==> src/rtl/loader_pkg.sv <==
// Shared types and constants for the UART program loader.
// No logic, so no latency.
// No flow control of its own.
package loader_pkg;

  typedef enum logic [2:0] {
    S_REQ,
    S_SIZE,
    S_PROG,
    S_ACK,
    S_DONE,
    S_ERROR
  } loader_state_t;

  localparam logic [7:0] LOADER_REQ_BYTE = 8'h99;
  localparam logic [7:0] LOADER_ACK_BYTE = 8'hAA;

endpackage

==> src/rtl/program_loader_packer.sv <==
// Packs received bytes little-endian into 32-bit words; a flush closes a partial word zero-padded.
// Latency: word_vld pulses 1 cycle after the 4th byte (or the flushing byte).
// Backpressure: none; accepts one byte per cycle, including in the cycle word_vld is high.
module uart_word_packer (
  input  logic        clk,
  input  logic        reset_n,
  input  logic        byte_vld,
  input  logic [7:0]  byte_dat,
  input  logic        flush,
  output logic [31:0] word_dat,
  output logic        word_vld,
  output logic [1:0]  lane
);

  logic [31:0] byte_shifted;

  // Place the incoming byte in its lane; upper lanes stay zero for padding.
  always_comb begin
    byte_shifted = {24'd0, byte_dat} << {lane, 3'b000};
  end

  // Accumulate bytes; lane 0 restarts from zero so partial words are zero-filled.
  always_ff @(posedge clk or negedge reset_n) begin
    if (!reset_n) begin
      word_dat <= 32'd0;
      word_vld <= 1'b0;
      lane     <= 2'd0;
    end else begin
      word_vld <= 1'b0;
      if (byte_vld) begin
        word_dat <= (lane == 2'd0) ? byte_shifted : (word_dat | byte_shifted);
        if (lane == 2'd3 || flush) begin
          lane     <= 2'd0;
          word_vld <= 1'b1;
        end else begin
          lane <= lane + 2'd1;
        end
      end
    end
  end

endmodule

==> src/rtl/program_loader.sv <==
// Boot loader: sends 0x99, takes a 4-byte LE length and the program, writes IMEM words, sends 0xAA.
// Latency: IMEM write 1 cycle after each word's last byte; 0xAA once TX is idle after the final write.
// Backpressure: none on RX (1 byte/strobe); TX waits for uart_tx_busy=0. Option: LOADER_SIZE_CHECK_EN.
module program_loader
  import loader_pkg::*;
#(
  parameter int IMEM_ADDR_W    = 14,
  parameter int IMEM_BASE      = 0,
  parameter int MAX_PROG_BYTES = 65536
) (
  input  logic                   clk,
  input  logic                   reset_n,
  input  logic [7:0]             uart_rx_rdata,
  input  logic                   uart_rx_rdata_ready,
  input  logic                   uart_rx_ferr,
  output logic [7:0]             uart_tx_sdata,
  output logic                   uart_tx_start,
  input  logic                   uart_tx_busy,
  output logic                   imem_we,
  output logic [IMEM_ADDR_W-1:0] imem_waddr,
  output logic [31:0]            imem_wdata,
  output logic [31:0]            prog_size,
  output logic                   ferr_seen,
  output logic                   boot_error,
  output logic                   boot_done
);

  loader_state_t state, state_nxt;
  logic          tx_guard;
  logic          tx_fire;
  logic [7:0]    tx_byte;
  logic [1:0]    size_lane;
  logic [31:0]   size_nxt;
  logic [31:0]   byte_cnt;
  logic          rx_good;
  logic          size_acc;
  logic          prog_acc;
  logic          prog_flush;
  logic [1:0]    unused_lane;

  assign rx_good    = uart_rx_rdata_ready && !uart_rx_ferr;
  assign size_acc   = rx_good && (state == S_SIZE);
  // Bytes beyond the announced length are not part of the program.
  assign prog_acc   = rx_good && (state == S_PROG) && (byte_cnt != prog_size);
  assign prog_flush = prog_acc && ((byte_cnt + 32'd1) == prog_size);
  assign boot_done  = (state == S_DONE);

`ifdef LOADER_SIZE_CHECK_EN
  assign boot_error = (state == S_ERROR);
`else
  assign boot_error = 1'b0;
  logic unused_max;
  assign unused_max = (MAX_PROG_BYTES > 0);
`endif

  // Merge the current size byte into its little-endian lane.
  always_comb begin
    size_nxt = prog_size;
    size_nxt[{size_lane, 3'b000} +: 8] = uart_rx_rdata;
  end

  // Next-state and transmit decision; TX waits for idle and skips the cycle after a pulse.
  always_comb begin
    state_nxt = state;
    tx_fire   = 1'b0;
    tx_byte   = LOADER_REQ_BYTE;
    case (state)
      S_REQ: begin
        if (!uart_tx_busy && !tx_guard) begin
          tx_fire   = 1'b1;
          state_nxt = S_SIZE;
        end
      end
      S_SIZE: begin
        if (size_acc && size_lane == 2'd3) begin
          if (size_nxt == 32'd0) state_nxt = S_ACK;
          else                   state_nxt = S_PROG;
`ifdef LOADER_SIZE_CHECK_EN
          if (size_nxt > 32'(MAX_PROG_BYTES)) state_nxt = S_ERROR;
`endif
        end
      end
      S_PROG: begin
        if (imem_we && byte_cnt == prog_size) state_nxt = S_ACK;
      end
      S_ACK: begin
        tx_byte = LOADER_ACK_BYTE;
        if (!uart_tx_busy && !tx_guard) begin
          tx_fire   = 1'b1;
          state_nxt = S_DONE;
        end
      end
      S_DONE: state_nxt = S_DONE;
`ifdef LOADER_SIZE_CHECK_EN
      S_ERROR: state_nxt = S_ERROR;
`endif
      default: state_nxt = S_REQ;
    endcase
  end

  // State register.
  always_ff @(posedge clk or negedge reset_n) begin
    if (!reset_n) state <= S_REQ;
    else          state <= state_nxt;
  end

  // TX pulse, held data byte, and the one-cycle busy guard after each pulse.
  always_ff @(posedge clk or negedge reset_n) begin
    if (!reset_n) begin
      uart_tx_start <= 1'b0;
      uart_tx_sdata <= 8'd0;
      tx_guard      <= 1'b0;
    end else begin
      uart_tx_start <= tx_fire;
      tx_guard      <= uart_tx_start;
      if (tx_fire) uart_tx_sdata <= tx_byte;
    end
  end

  // Length capture, program byte count and sticky framing-error flag.
  always_ff @(posedge clk or negedge reset_n) begin
    if (!reset_n) begin
      prog_size <= 32'd0;
      size_lane <= 2'd0;
      byte_cnt  <= 32'd0;
      ferr_seen <= 1'b0;
    end else begin
      if (size_acc) begin
        prog_size <= size_nxt;
        size_lane <= size_lane + 2'd1;
      end
      if (prog_acc) byte_cnt <= byte_cnt + 32'd1;
      if (uart_rx_rdata_ready && uart_rx_ferr && (state == S_SIZE || state == S_PROG))
        ferr_seen <= 1'b1;
    end
  end

  // Word address: starts at the base when the program begins, wraps at the IMEM size.
  always_ff @(posedge clk or negedge reset_n) begin
    if (!reset_n)              imem_waddr <= '0;
    else if (state == S_SIZE)  imem_waddr <= IMEM_ADDR_W'(IMEM_BASE);
    else if (imem_we)          imem_waddr <= imem_waddr + 1'b1;
  end

  uart_word_packer u_packer (
    .clk      (clk),
    .reset_n  (reset_n),
    .byte_vld (prog_acc),
    .byte_dat (uart_rx_rdata),
    .flush    (prog_flush),
    .word_dat (imem_wdata),
    .word_vld (imem_we),
    .lane     (unused_lane)
  );

endmodule

==> config.mk <==
export PLATFORM = sky130hd
export DESIGN_NAME = program_loader
export DESIGN_NICKNAME = d
export VERILOG_FILES = /design/src/rtl/loader_pkg.sv /design/src/rtl/program_loader_packer.sv /design/src/rtl/program_loader.sv
export SDC_FILE = /design/constraint.sdc
export NUM_CORES = 1
export LEC_CHECK = 0
export CAP_MARGIN = 40
export CORE_ASPECT_RATIO = 0.8
export CORE_MARGIN = 5
export CORE_UTILIZATION = 58
export DETAILED_ROUTE_END_ITERATION = 7
export PLACE_DENSITY = 0.85
export SLEW_MARGIN = 20
export SYNTH_ARGS = -nofsm -noshare
export SYNTH_HDL_FRONTEND = slang
export SYNTH_HIERARCHICAL = 1
export SYNTH_SLANG_ARGS = --single-unit
==> constraint.sdc <==
create_clock -name clk -period 6.7 [get_ports clk]
set_input_delay 1.005 -clock clk [delete_from_list [all_inputs] [get_ports clk]]
set_output_delay 1.005 -clock clk [all_outputs]
set_load 0.01 [all_outputs]
After elaboration in Yosys (flattened, before gate mapping):

Cells that the tools add are included.

* register bits after elaboration: 129
* bits in latches: 0
* bits in writable memories: 0
* memory bits (read-only): 0
* output and inout port bits: 91
* word-level logic and storage cells: 71
* memories: 0

* $add $sub $neg: 5
* multipliers: 0
* divide/modulo/power cells: 0
* order comparisons: 0
* equality and inequality tests: 13
* shifts and indexed selects: 3
* mux-type cells: 16
* bitwise logic cells: 1
* reductions and logical operators: 21

Operators with widths (count)
* $eq 32x32->1: 2
* $add 32x1->32 const B: 1
* $bwmux 32: 1
* $logic_not 32->1: 1
* $mux 32: 1
* $ne 32x32->1: 1
* $or 32x32->32: 1
* $shift 8x7->32 const A: 1
* $shiftx 8x7->32: 1
* $shl 8x5->32: 1
* $mux 14: 2
* $pmux 3 s5: 1
* $add 14x1->14 const B: 1
* $mux 3: 4
* $logic_and 1x1->1: 10
* $neg 5->7: 1
* $eq 3x2->1 const B: 2
* $mux 6: 1
* $mux 1: 5
* $add 2x1->2 const B: 2
* $eq 2x2->1 const B: 2
* $ne 2x1->1 const B: 2
* $ne 2x2->1 const B: 2
* $reduce_and 4->1: 1
* 9 further kinds: 12

Logic depth before layout (Yosys ltp):

* depth after elaboration: 8
* gate-level depth with buffers: 11

Cells and area by module:

The synthesis kept the hierarchy.

Modules (own cells, without submodules)
* program_loader: instances 1, cells an instance 535, area an instance 5165.0 µm², sequential area each 2227.1 µm²
* uart_word_packer: instances 1, cells an instance 95, area an instance 1350.0 µm², sequential area each 875.8 µm²

Least setup slack after synthesis:

Ideal clock, no wire load.

* kind: reg-to-reg
* start: reg byte_cnt[7]
* end: reg u_packer.lane[0]
* setup time: 76 ps
* data arrival time: 2660 ps
* setup slack: 3964 ps
* cell stages (with the launch flop): 11
* period minus slack after synthesis: 2736 ps
* path through: dfrtp_1 buf_6 xor2_1 or4_1 or4_4 o2111ai_4 nor4_1 nand3_1 nor4bb_1 or4b_1 o21ai_1

* cells in the longest elaborated chain, start to end: 5
* elaborated cells between the ends (all ways): 7

RTL lines
* from (decl): RTL line program_loader.sv:34 `logic [31:0] byte_cnt;`
* from (signal assigned): RTL line program_loader.sv:132 `if (prog_acc) byte_cnt <= byte_cnt + 32'd1;`
* $add 32x1->32 or $ne 32x32->1 (tied branches): RTL line program_loader.sv:45, program_loader.sv:44
* $eq 32x32->1 or $logic_and 1x1->1 (tied branches): RTL line program_loader.sv:45, program_loader.sv:44
* $logic_and 1x1->1 *: RTL line program_loader.sv:45 `assign prog_flush = prog_acc && ((byte_cnt + 32'd1) == prog_size);`
* via prog_flush: RTL line program_loader.sv:38 `logic prog_flush;`
* $logic_or 1x1->1 *: RTL line program_loader_packer.sv:32 `if (lane == 2'd3 || flush) begin`
* $mux 2 *: RTL line program_loader_packer.sv:32
* to (signal assigned): RTL line program_loader_packer.sv:36 `lane <= lane + 2'd1;`
* to (decl): RTL line program_loader_packer.sv:12 `output logic [1:0] lane`

Mark *: on every way through the listed nets, which the timed path passes. The rest lies on a longest branch.
A chain may end at the register's enable or synchronous reset.

Final worst setup path:

* start: reg byte_cnt[7]
* end: reg u_packer.word_dat[12]

* cells in the longest elaborated chain, start to end: 2

RTL lines
* $ne 32x32->1: RTL line program_loader.sv:44 `assign prog_acc = rx_good && (state == S_PROG) && (byte_cnt != prog_size);`
* $logic_and 1x1->1: RTL line program_loader.sv:44
* via prog_acc: RTL line program_loader.sv:37 `logic prog_acc;`
* to (signal assigned): RTL line program_loader_packer.sv:31 `word_dat <= (lane == 2'd0) ? byte_shifted : (word_dat | byte_shifted);`
* to (decl): RTL line program_loader_packer.sv:10 `output logic [31:0] word_dat,`

The timed path passes the listed nets, and every way through them passes these cells.

==> impl_results.md <==
- Worst EP arrival: 4.03 ns
- Synth Warn #: 6
- Detailed Route WL: around 19,000 um
- Clock insertion delay at the later pin of the skew report: 0.42 ns
- Synth area leaders: dfrtp_1 48%, xor2_1 8.3%, a22o_1 7.1%
- Number of synthesized flops with an enable pin: 0
- Critical path class: reg -> reg
- # port buffers: 100
- FFs w/ async S/R, synth: 100%
- Pwr Density: between 300 and 400 mW/mm2
- DR WL/cell: between 20 and 25 um
- Clock buffer count from CTS: 17
- WP buf/inv: 1
- Crit path cell chain: xor2_1 > or4_1 > or4_4 > o2111ai_4 > inv_2 > nand2_2 > a22o_1
- Inserted Diodes: 0
- Crit end category: flop
- Hold WC Path Type: reg -> reg
- Global route overflow: 0
- Max incr delay on CP: around 0.7 ns
- Max frequency: about 270 MHz
- Fin nets: ~740
- Synth top area share: a little under half
- Max IR drop VDD: between 200 and 300 uV
- GP Congestion: a little under 1
- Endpoints failing hold: 0
- Vias per inst: about 6.4
- CP required: between 7 and 8 ns
- Leak Pwr: around 3.6 nW
- Post-synthesis sequential area ratio: between 40% and 50%
- Iter 0 DRT Violations: 712
- Avg Cell Area, Syn: ~10 um2
- Mapped Area: between 0.006 and 0.007 mm2
- Synth area leader: dfrtp_1
- Clk slew on worst S/H paths: about 0.060 ns
- Initial Utilization: a little under 60%
- CP Max Fanout: 32
- Clock root buffer master: clkbuf_16
- Top_reg_cell synth: dfrtp_1
- Clock tree buffer depth: 2
- Die X-Extent: between 100 and 150 um
- Slowest-stage cell, CP: o2111ai_4
- Worst slew pin tran: roughly 0.84 ns
- GRT Total Usage: between 20% and 30%
- Post-CTS Setup Bufs: 0
- First-pass GRT wire length: 30,200 um
- Die area: 0.0135 mm2
- Slew margin rel.: between 40% and 50%
- Mapped Cells: 630
- Worst setup SP type: flop
- CTS H-tree lvls: 4
- Post-CTS sizing: 0
- TritonCTS clock tree: built
- Hpwl dp: roughly 13,000 um
- CTS Hold Buffers Added: 0
- Fill count: 736
- Flops & latches, synth: around 120
- Initial antenna violation count: 0
- Number of global-route vias before repair: roughly 5,500
- Die Height: ~100 um
- Share of cells above drive strength 1: around 6.9%
- Top-count cell post-synth: dfrtp_1
- Max-Cap Viols: 0
- Top-Level Pins: roughly 100
- Final worst path period need: between 3 and 4 ns
- Seq. cell area: roughly 0.0031 mm2
- Fin crit share: between 50% and 60%
- Row count: 34
- Remaining DRCs: 0
- Fin. max-slew vios: 0
- Total Power: approximately 0.0031 W
- Setup TNS: 0 ns
- P&R area growth vs syn: 24.4%
- Skew final: roughly 0.0076 ns
- Status: finished clean
- CORE AREA: 0.0109 mm2
- Post-route ant nets: 0
- Unrepaired setup endpoints after global routing: false
- Clk sinks: 124
- Pin count of the biggest net entering global routing: 56
- Final setup vio count: 0
- Synth cell count leaders: 124 x dfrtp_1, 62 x xor2_1, 56 x nor2_1
- Count of cell types in the netlist: 64
- Cell family with most CP delay: simple AND/OR/NAND/NOR gates
- Drt first pass iters: 5
- DR vias: 5,563
- Footprint of the multi-input gates: 0.00317 mm2
==> cell type report <==
class	instances	area share, %
Multi-Input combinational cell	458	39.1
Tap cell	144	2.22
Sequential cell	124	38.3
Inverter	13	0.602
Clock inverter	12	1.45
Clock buffer	19	5.46
Timing Repair Buffer	103	12.8
==> metrics by stage <==
stage | hold slack (ns) | std cells | utilization [%] | area (um2) | setup slack [ns]
global route | 0.412 | 873 | 74.1 | 8110 | 2.85
detailed placement | 0.371 | 842 | 69.0 | 7540 | 2.83
global placement | 0.364 | 841 | 68.8 | 7520 | 3.05
floorplan | 0.416 | 632 | - | 6520 | 3.96
CTS | 0.388 | 873 | 74.1 | 8110 | 3.06
finish | 0.390 | 873 | 74.1 | 8110 | 3.02
==> final timing paths <==
check	from	to	slack (ns)	depth (start not counted)
max in group asynchronous	reset_n	imem_waddr[1]	5.03	3
setup / recovery	byte_cnt[7]	u_packer/word_dat[12]	3.02	7
hold reg to reg	uart_tx_start	tx_guard	0.39	0
hold / removal	uart_tx_start	tx_guard	0.39	0
setup reg to reg	byte_cnt[7]	u_packer/word_dat[12]	3.02	7
min in group asynchronous	reset_n	u_packer/word_dat[29]	0.57	1
==> per-layer routing <==
metal	vias up	wire length [um]	GRT usage, %
li1	2445	-	-
met5	-	0	0
met1	2742	8180	42.1
met2	334	8330	42.2
met4	0	367	7.87
met3	42	1800	6.68
==> logic make-up after synthesis <==
family | synth area share [%]
flip-flops | 47.6
XOR/XNOR | 13.7
adder cells (fa/ha/maj) | 1.73
AO/OA/AOI/OAI | 13.9
buffers and inverters | 3.80
AND/OR/NAND/NOR | 18.5
other | 0.0576
multiplexers | 0.653
==> power by group <==
group	internal [W]	leakage (nW)	switching, W
clock	0.000521	0.262	0.000354
combinational	0.000584	1.68	0.000549
sequential	0.000920	1.66	0.000214
total	0.00202	3.60	0.00112
==> sequential cells by signal (all words and copies together) (netlist names) <==
name / cells
byte_cnt: 32
prog_size: 32
u_packer/word_dat: 32
imem_waddr: 14
state: 3
uart_tx_sdata: 3
size_lane: 2
u_packer/lane: 2
ferr_seen: 1
tx_guard: 1
u_packer/word_vld: 1
uart_tx_start: 1
==> placed cells by master (no fill, tap or decap), types with 17 or more instances in the layout <==
cell | netlist | routed
a22o_1 | 53 | 53
clkbuf_16 | 0 | 17
clkdlybuf4s50_1 | 0 | 99
dfrtp_1 | 124 | 124
nand2_1 | 35 | 35
nand3_1 | 22 | 22
nand4_1 | 24 | 24
nor2_1 | 56 | 56
nor4_1 | 17 | 17
o21ai_0 | 17 | 17
xnor2_1 | 40 | 40
xor2_1 | 62 | 62
No activity file was read; power rests on OpenSTA's default activity.
